--- src/rtl/ascii_time_parser_pkg.sv ---
// Shared constants and types for the ASCII "THH:MM:SS<CR>" time parser.
package ascii_time_parser_pkg;

  localparam logic [7:0] CHAR_T     = 8'h54;
  localparam logic [7:0] CHAR_COLON = 8'h3A;
  localparam logic [7:0] CHAR_CR    = 8'h0D;
  localparam logic [7:0] CHAR_ZERO  = 8'h30;

  // Each state names the byte slot it is waiting for.
  typedef enum logic [3:0] {
    StIdle,
    StH1,
    StH0,
    StC1,
    StM1,
    StM0,
    StC2,
    StS1,
    StS0,
    StEol
  } state_e;

  typedef struct packed {
    logic [3:0] hour_t;
    logic [3:0] hour_u;
    logic [3:0] min_t;
    logic [3:0] min_u;
    logic [3:0] sec_t;
    logic [3:0] sec_u;
  } bcd_time_t;

  // Digit slot check: must be an ASCII digit no larger than the field limit.
  function automatic logic digit_ok(input logic is_digit, input logic [3:0] bcd,
                                    input logic [3:0] max_val);
    return is_digit && (bcd <= max_val);
  endfunction

endpackage

--- src/rtl/lcd_char_to_bcd.sv ---
// Combinational ASCII character to BCD digit decoder.
module lcd_char_to_bcd
  import ascii_time_parser_pkg::*;
(
  input  logic [7:0] ch,
  output logic [3:0] bcd,
  output logic       is_digit
);

  assign is_digit = (ch >= CHAR_ZERO) && (ch <= (CHAR_ZERO + 8'd9));
  // '0'..'9' are 0x30..0x39, so the low nibble is the BCD value.
  assign bcd      = ch[3:0];

endmodule

--- src/rtl/ascii_time_parser.sv ---
// Parses "THH:MM:SS<CR>" byte streams into a BCD time, with range checks,
// frame restart on 'T', and an inter-byte idle timeout.
module ascii_time_parser
  import ascii_time_parser_pkg::*;
#(
  parameter int unsigned TIMEOUT = 1000000
) (
  input  logic       CLK,
  input  logic       RST,
  input  logic [7:0] DIN,
  input  logic       DIN_VALID,
  output logic [3:0] HOUR_T,
  output logic [3:0] HOUR_U,
  output logic [3:0] MIN_T,
  output logic [3:0] MIN_U,
  output logic [3:0] SEC_T,
  output logic [3:0] SEC_U,
  output logic       SET,
  output logic       ERR,
  output logic       BUSY
);

  localparam int unsigned CntW = (TIMEOUT < 2) ? 1 : $clog2(TIMEOUT + 1);
  // Abort happens on the idle cycle that would bring the count to TIMEOUT.
  localparam logic [CntW-1:0] CntLast = CntW'(TIMEOUT - 1);

  state_e          state_q, state_d;
  bcd_time_t       shadow_q, shadow_d;
  bcd_time_t       time_q, time_d;
  logic [CntW-1:0] cnt_q, cnt_d;
  logic            set_q, set_d;
  logic            err_q, err_d;
  logic            busy_q;
  logic            abort;

  logic [3:0] bcd;
  logic       is_digit;

  lcd_char_to_bcd u_decode (
    .ch       (DIN),
    .bcd      (bcd),
    .is_digit (is_digit)
  );

  // Next-state, shadow capture, timeout counting and pulse generation.
  always_comb begin
    state_d  = state_q;
    shadow_d = shadow_q;
    time_d   = time_q;
    cnt_d    = cnt_q;
    set_d    = 1'b0;
    err_d    = 1'b0;
    abort    = 1'b0;

    if (DIN_VALID) begin
      // A valid byte always clears the idle count, even on the timeout cycle.
      cnt_d = '0;
      unique case (state_q)
        StIdle: begin
          // Non-'T' bytes between frames are noise, not errors.
          if (DIN == CHAR_T) state_d = StH1;
        end
        StH1: begin
          if (digit_ok(is_digit, bcd, 4'd2)) begin
            shadow_d.hour_t = bcd;
            state_d         = StH0;
          end else abort = 1'b1;
        end
        StH0: begin
          if (digit_ok(is_digit, bcd, (shadow_q.hour_t == 4'd2) ? 4'd3 : 4'd9)) begin
            shadow_d.hour_u = bcd;
            state_d         = StC1;
          end else abort = 1'b1;
        end
        StC1: begin
          if (DIN == CHAR_COLON) state_d = StM1;
          else abort = 1'b1;
        end
        StM1: begin
          if (digit_ok(is_digit, bcd, 4'd5)) begin
            shadow_d.min_t = bcd;
            state_d        = StM0;
          end else abort = 1'b1;
        end
        StM0: begin
          if (digit_ok(is_digit, bcd, 4'd9)) begin
            shadow_d.min_u = bcd;
            state_d        = StC2;
          end else abort = 1'b1;
        end
        StC2: begin
          if (DIN == CHAR_COLON) state_d = StS1;
          else abort = 1'b1;
        end
        StS1: begin
          if (digit_ok(is_digit, bcd, 4'd5)) begin
            shadow_d.sec_t = bcd;
            state_d        = StS0;
          end else abort = 1'b1;
        end
        StS0: begin
          if (digit_ok(is_digit, bcd, 4'd9)) begin
            shadow_d.sec_u = bcd;
            state_d        = StEol;
          end else abort = 1'b1;
        end
        StEol: begin
          if (DIN == CHAR_CR) begin
            time_d   = shadow_q;
            shadow_d = '0;
            set_d    = 1'b1;
            state_d  = StIdle;
          end else abort = 1'b1;
        end
        default: state_d = StIdle;
      endcase

      if (abort) begin
        err_d    = 1'b1;
        shadow_d = '0;
        // A stray 'T' is treated as the start of a fresh frame.
        state_d  = (DIN == CHAR_T) ? StH1 : StIdle;
      end
    end else if (state_q != StIdle) begin
      if (cnt_q >= CntLast) begin
        err_d    = 1'b1;
        shadow_d = '0;
        cnt_d    = '0;
        state_d  = StIdle;
      end else begin
        cnt_d = cnt_q + 1'b1;
      end
    end
  end

  // State, shadow, visible time and registered pulse/status outputs.
  always_ff @(posedge CLK or posedge RST) begin
    if (RST) begin
      state_q  <= StIdle;
      shadow_q <= '0;
      time_q   <= '0;
      cnt_q    <= '0;
      set_q    <= 1'b0;
      err_q    <= 1'b0;
      busy_q   <= 1'b0;
    end else begin
      state_q  <= state_d;
      shadow_q <= shadow_d;
      time_q   <= time_d;
      cnt_q    <= cnt_d;
      set_q    <= set_d;
      err_q    <= err_d;
      busy_q   <= (state_d != StIdle);
    end
  end

  assign HOUR_T = time_q.hour_t;
  assign HOUR_U = time_q.hour_u;
  assign MIN_T  = time_q.min_t;
  assign MIN_U  = time_q.min_u;
  assign SEC_T  = time_q.sec_t;
  assign SEC_U  = time_q.sec_u;
  assign SET    = set_q;
  assign ERR    = err_q;
  assign BUSY   = busy_q;

endmodule

--- config.mk ---
export PLATFORM = sky130hd
export DESIGN_NAME = ascii_time_parser
export DESIGN_NICKNAME = d
export VERILOG_FILES = /design/src/rtl/ascii_time_parser_pkg.sv /design/src/rtl/lcd_char_to_bcd.sv /design/src/rtl/ascii_time_parser.sv
export SDC_FILE = /design/constraint.sdc
export NUM_CORES = 1
export LEC_CHECK = 0
export ABC_AREA = 1
export ABC_CLOCK_PERIOD_IN_PS = 6600
export BUFFER_PORTS_ARGS = -buffer_cell sky130_fd_sc_hd__buf_2
export CAP_MARGIN = 20
export CORE_MARGIN = 2
export CORE_UTILIZATION = 35
export CTS_BUF_LIST = sky130_fd_sc_hd__clkbuf_2
export DETAILED_ROUTE_END_ITERATION = 8
export SYNTH_ARGS = -nofsm -noshare
export SYNTH_HDL_FRONTEND = slang
export SYNTH_SLANG_ARGS = --single-unit
--- constraint.sdc ---
create_clock -name CLK -period 6.6 [get_ports CLK]
set_input_delay 0.99 -clock CLK [delete_from_list [all_inputs] [get_ports CLK]]
set_output_delay 0.99 -clock CLK [all_outputs]
set_load 0.005 [all_outputs]
After elaboration in Yosys (flattened, before gate mapping) --
Index checks and enable logic that the tools add are counted.
Word-level totals: logic and storage cells 121, input bits 11, output and inout bits 27, register bits 75
Operators by class: add/subtract/negate cells 1, multiplexer cells 50, equal/unequal tests 26, reduce and logical (&&, ||, !) cells 20, magnitude comparators 7
Operators with widths (count):
- $mux 24 | 5
- $mux 4 | 19
- $mux 20 | 3
- $pmux 4 s2 | 6
- $pmux 4 s10 | 1
- $reduce_and 5->1 | 6
- $ne 4x4->1 const B | 7
- $ne 4x1->1 const B | 6
- $add 20x1->20 const B | 1
- $ge 20x20->1 const B | 1
- $eq 4x3->1 const B | 4
- $mux 1 | 15
- $eq 4x2->1 const B | 3
- $eq 4x4->1 const B | 2
- $eq 8x4->1 const B | 1
- $eq 8x6->1 const B | 1
- $eq 8x7->1 const B | 1
- $ge 8x6->1 const B | 1
- $le 8x6->1 const B | 1
- $reduce_bool 4->1 | 2
- $pmux 1 s6 | 1
- $reduce_or 2->1 | 3
- $logic_and 1x1->1 | 5
- $eq 4x1->1 const B | 1
- 7 further kinds | 8

Longest topological paths before layout --
depth in word-level cells 10, depth in mapped cells 17, mapped depth without buffers 17

Hierarchy --
From an unflattened synthesis, not the netlist that was laid out.
Second synthesis, totals: cells, all modules 554, area, all modules 4101.4 µm²
Modules (own cells, without submodules):
- ascii_time_parser | cells each 542, seq. area each 1876.8 µm², area each 4041.4 µm², times used 1
- lcd_char_to_bcd | cells each 12, seq. area each 0.0 µm², area each 60.1 µm², times used 1

Worst setup path after synthesis --
Ideal clock, no wire load.
path kind input port to flip-flop, start point input port DIN[3], end point register shadow_q[11] (netlist bit), setup time 116 ps, path buffers 0, setup slack 4204 ps, cell stages on the path 10, data arrival time 2280 ps, required time 6484 ps, path through ha_1 or2_2 nand2_1 nand2_1 nand2_1 nand3_4 inv_8 nand2_4 nand3_1 nand2_1
Between the ends: word-level cells in the longest chain between the ends 8, elaborated cells on any way between the ends 29, classes of those cells 6 x order compare; 5 x eq/ne; 12 x mux; 6 x reduce/logical
RTL lines:
- start, declared | line ascii_time_parser.sv:10 | input logic [7:0] DIN,
- $ge 8x6->1 or $le 8x6->1 (tied branches) | line lcd_char_to_bcd.sv:10 | assign is_digit = (ch >= CHAR_ZERO) && (ch <= (CHAR_ZERO + 8'd9));
- $logic_and 1x1->1 | line lcd_char_to_bcd.sv:10
- $logic_and 1x1->1 | line ascii_time_parser_pkg.sv:35 | return is_digit && (bcd <= max_val);
- $mux 1, on equally long branches
- $pmux 1 s6 | line ascii_time_parser.sv:58 | unique case (state_q)
- $mux 1 | line ascii_time_parser.sv:55 | if (DIN_VALID) begin
- $ne 4x1->1 (no source line) (tied with other cells)
- $reduce_and 5->1 (no source line) or $mux 24 (tied branches)
- end signal, assigned | line ascii_time_parser.sv:148 | shadow_q <= shadow_d;
- end, declared | line ascii_time_parser.sv:28 | bcd_time_t shadow_q, shadow_d;
Parallel ways exist; a longest one is shown, timed or not. The select of a mux whose other input is x is not followed. A chain may end at the register's enable or synchronous reset.

Final worst setup path --
start point register shadow_q[20] (netlist bit), end point register shadow_q[20] (netlist bit)
Between the ends: word-level cells in the longest chain between the ends 9, elaborated cells on any way between the ends 13, classes of those cells 1 x order compare; 4 x eq/ne; 6 x mux; 2 x reduce/logical
RTL lines:
- $eq 4x2->1 * | line ascii_time_parser.sv:70 | if (digit_ok(is_digit, bcd, (shadow_q.hour_t == 4'd2) ? 4'd3 : 4'd9)) begin
- $mux 4 * | line ascii_time_parser.sv:70
- $le 4x4->1 * | line ascii_time_parser_pkg.sv:35
- $logic_and 1x1->1 * | line ascii_time_parser_pkg.sv:35
- $mux 1 * | line ascii_time_parser.sv:70
- $pmux 1 s6 * | line ascii_time_parser.sv:58
- $mux 1 * | line ascii_time_parser.sv:55
- $ne 4x1->1 (no source line) (tied with other cells)
- $reduce_and 5->1 (no source line) or $mux 24 (tied branches)
Every way passes the cells marked *; elsewhere a longest branch is shown, timed or not. The select of a mux whose other input is x is not followed.

==> flow_summary.ini <==
[drt]
avgRoutedWirePerCell_um = 11.7
drtPass1Iterations = 4
via_per_inst = 4.67
dr_wl_met2_um = 3780
drc_errors = 0
maxUsedRoutingLayer = met4
num_vias = 3324
wirelength_um = 8320
route.met3.wl_um = 303
first_iter_violations = 215
wl_met1_um = 4090
ant_nets = 0

[sta]
drv_slew = 0
rsz0062_at_grt = false
finalCriticalPeriod_ns = 2.88
hold_violations = 0
setup_violations = 0
clock_skew_ns = 0.0371
slew_headroom_pct = 36.2
period_share_pct = 43.7
worstMarginPinSlew_ns = 0.958
setup_tns_ns = 0
fmax_mhz = 347

[worst_hold_path]
hold_end = SEC_U[3]
hold_path_class = flip-flop to flip-flop
whs_path_depth = 2
hold_start = shadow_q[3]

[setup_path]
path_class = flip-flop to flip-flop
reg2reg_from = shadow_q[20]
crit_chain = nor4_1 -> ha_1 -> or2_2 -> nand2_1 -> nand2_1 -> nand2_1 -> nand2_4 -> nor3_4 -> nand3_1 -> nand2_1
crit_slowest_cell = nor4_1
crit_top_cell = nand2_1
path_delay_family = simple AND/OR/NAND/NOR gates
required_ns = 7.05
cp_max_fo = 6
end_kind = flip-flop
r2r-end = shadow_q[20]
critPathArrivalTime_ns = 3.33
reg2reg_slack_ns = 3.72
start_kind = flip-flop
reg2regPathDepth = 10
slowest_delay_ns = 0.74
crit_buf_inv = 0

[finish]
nFillCells = 1191
diodes = 0
final_nets = 579
multi_input_comb_area_um2 = 1890
seq_area_um2 = 1880
top_regs = shadow_q (24), cnt_q (20)
final_util_pct = 39.6
syn2layout_area_growth_pct = 11.0
drive_gt1_share_pct = 17.2
largest_reg_flops = 24
top_register = shadow_q

[clocking]
numCtsBuffers = 9
htree_levels = 3
clockBufferDepth = 2
post_cts_buffers = 0
insertion_delay_ns = 0.52
cts_tree = yes
cts_resized = 0
cts_sinks = 75
clk_pin_slew_ns = 0.22
clockRootBuffer = clkbuf_2
cts.hold.buffers_added = 0

[grt]
grt_overflow = 0
grt_pass1_vias = 3315
grt_max_degree = 76
antenna_found_initial = 0
track_usage_pct = 14.4
grt_pass1_wl_um = 15000

[synth]
synth_cells = 526
synth_area_um2 = 4060
synth_fp_nets = 540
yosysSeqAreaShare_pct = 46.2
ys_types = 35
synth_area_per_cell_um2 = 7.72
yosys_warnings = 0
ys_ff_latch = 75

[die]
fp.dieW_um = 112
rows = 39
ios = 38
die_y_um = 112
coreArea_um2 = 11400
die-area_um2 = 12500
start_util_pct = 35.7

[pwr]
ir_drop_uv = 111
leakage_nw = 2.46
power_density_nw_per_um2 = 276

[placed_design]
port_buffers = 37
gp_congestion = 0.899
detailed_place_hpwl_um = 6050

[job]
maxCapViolCount = 0

[run_status]
status = complete, no violations
per-stage QoR:
stage	setup slack, ns	instance area (µm²)	hold WS [ns]	total power [mW]	instances
global placement	3.69	4370	0.449	0.953	697
CTS	3.69	4510	0.467	1.26	712
detailed placement	3.60	4370	0.453	0.965	697
floorplan	3.70	4060	0.442	0.879	526
global route	3.55	4510	0.514	1.34	712
finish	3.72	4510	0.473	1.24	712
cell usage after synthesis, drive strengths merged:
master  number  area [µm²]
inv         54         210
xor2        10        87.6
nor4         2        12.5
nand4       10        62.6
nand2      201         850
and3         1        6.26
o21ai       12        60.1
nor3b        1        7.51
nor3        18         139
nand3       48         268
xnor2        2        17.5
o31ai        1        7.51
o21bai       2        15.0
clkinv       2        20.0
dfrtp       75        1880
buf         10        65.1
a21oi        7        35.0
ha           3        37.5
nor2        65         274
clkbuf       1        3.75
or2          1        6.26
power by group:
part	switching, mW	total (mW)	internal [mW]
sequential	0.0376	0.552	0.514
combinational	0.285	0.400	0.116
clock	0.167	0.291	0.125
total	0.489	1.24	0.754
logic make-up after synthesis:
| group | Yosys count | share of synthesized area, % |
|---|---|---|
| AO/OA/AOI/OAI | 22 | 2.90 |
| XOR/XNOR | 12 | 2.59 |
| adder cells (fa/ha/maj) | 3 | 0.924 |
| buffers and inverters | 67 | 7.36 |
| flip-flops | 75 | 46.2 |
| AND/OR/NAND/NOR | 347 | 40.0 |
worst min-delay path, delay by kind of cell (launching register included):
family	cells	cell delay (ns)
flip-flops	1	0.38
AND/OR/NAND/NOR	2	0.10
cell usage in the layout (no fill, tap or decap), drive strengths merged:
cell type and n:
nand4 10, buf 39, clkbuf 9, nor2 65
nor4 2, bufinv 2, nand3 48, inv 55
a21oi 7, o21bai 2, clkinvlp 1, o21ai 12
xor2 10, dfrtp 75, o31ai 1, and3 1
nor3b 1, xnor2 2, or2 1, nand2 201
nor3 18, clkinv 4, ha 3
worst max-delay path by stage:
stage	startpoint	to	slack [ns]	cells after the start
final	shadow_q[20]	shadow_q[20]	3.72	10
after global routing	shadow_q[20]	shadow_q[18]	3.55	10
after CTS	shadow_q[20]	shadow_q[20]	3.69	10
after detailed placement	DIN_VALID	shadow_q[23]	3.60	8
after global placement	DIN_VALID	shadow_q[23]	3.69	8
after floorplan	RST	BUSY	3.70	1
layer usage:
| metal | vias up | track usage (%) |
|---|---|---|
| met1 | 1527 | 19.5 |
| met3 | 8 | 2.94 |
| met2 | 57 | 23.0 |
| met4 | 0 | 5.19 |
| li1 | 1732 | - |
| met5 | - | 0 |
final cells by class:
cell class	instances	area share, %
sequential	75	41.6
timing repair buffer	39	4.44
inverter	56	5.11
clock buffer	9	0.999
tap	143	3.97
clock inverter	6	2.00
multi-input combinational	384	41.8
(Power assumes the default switching activity.)
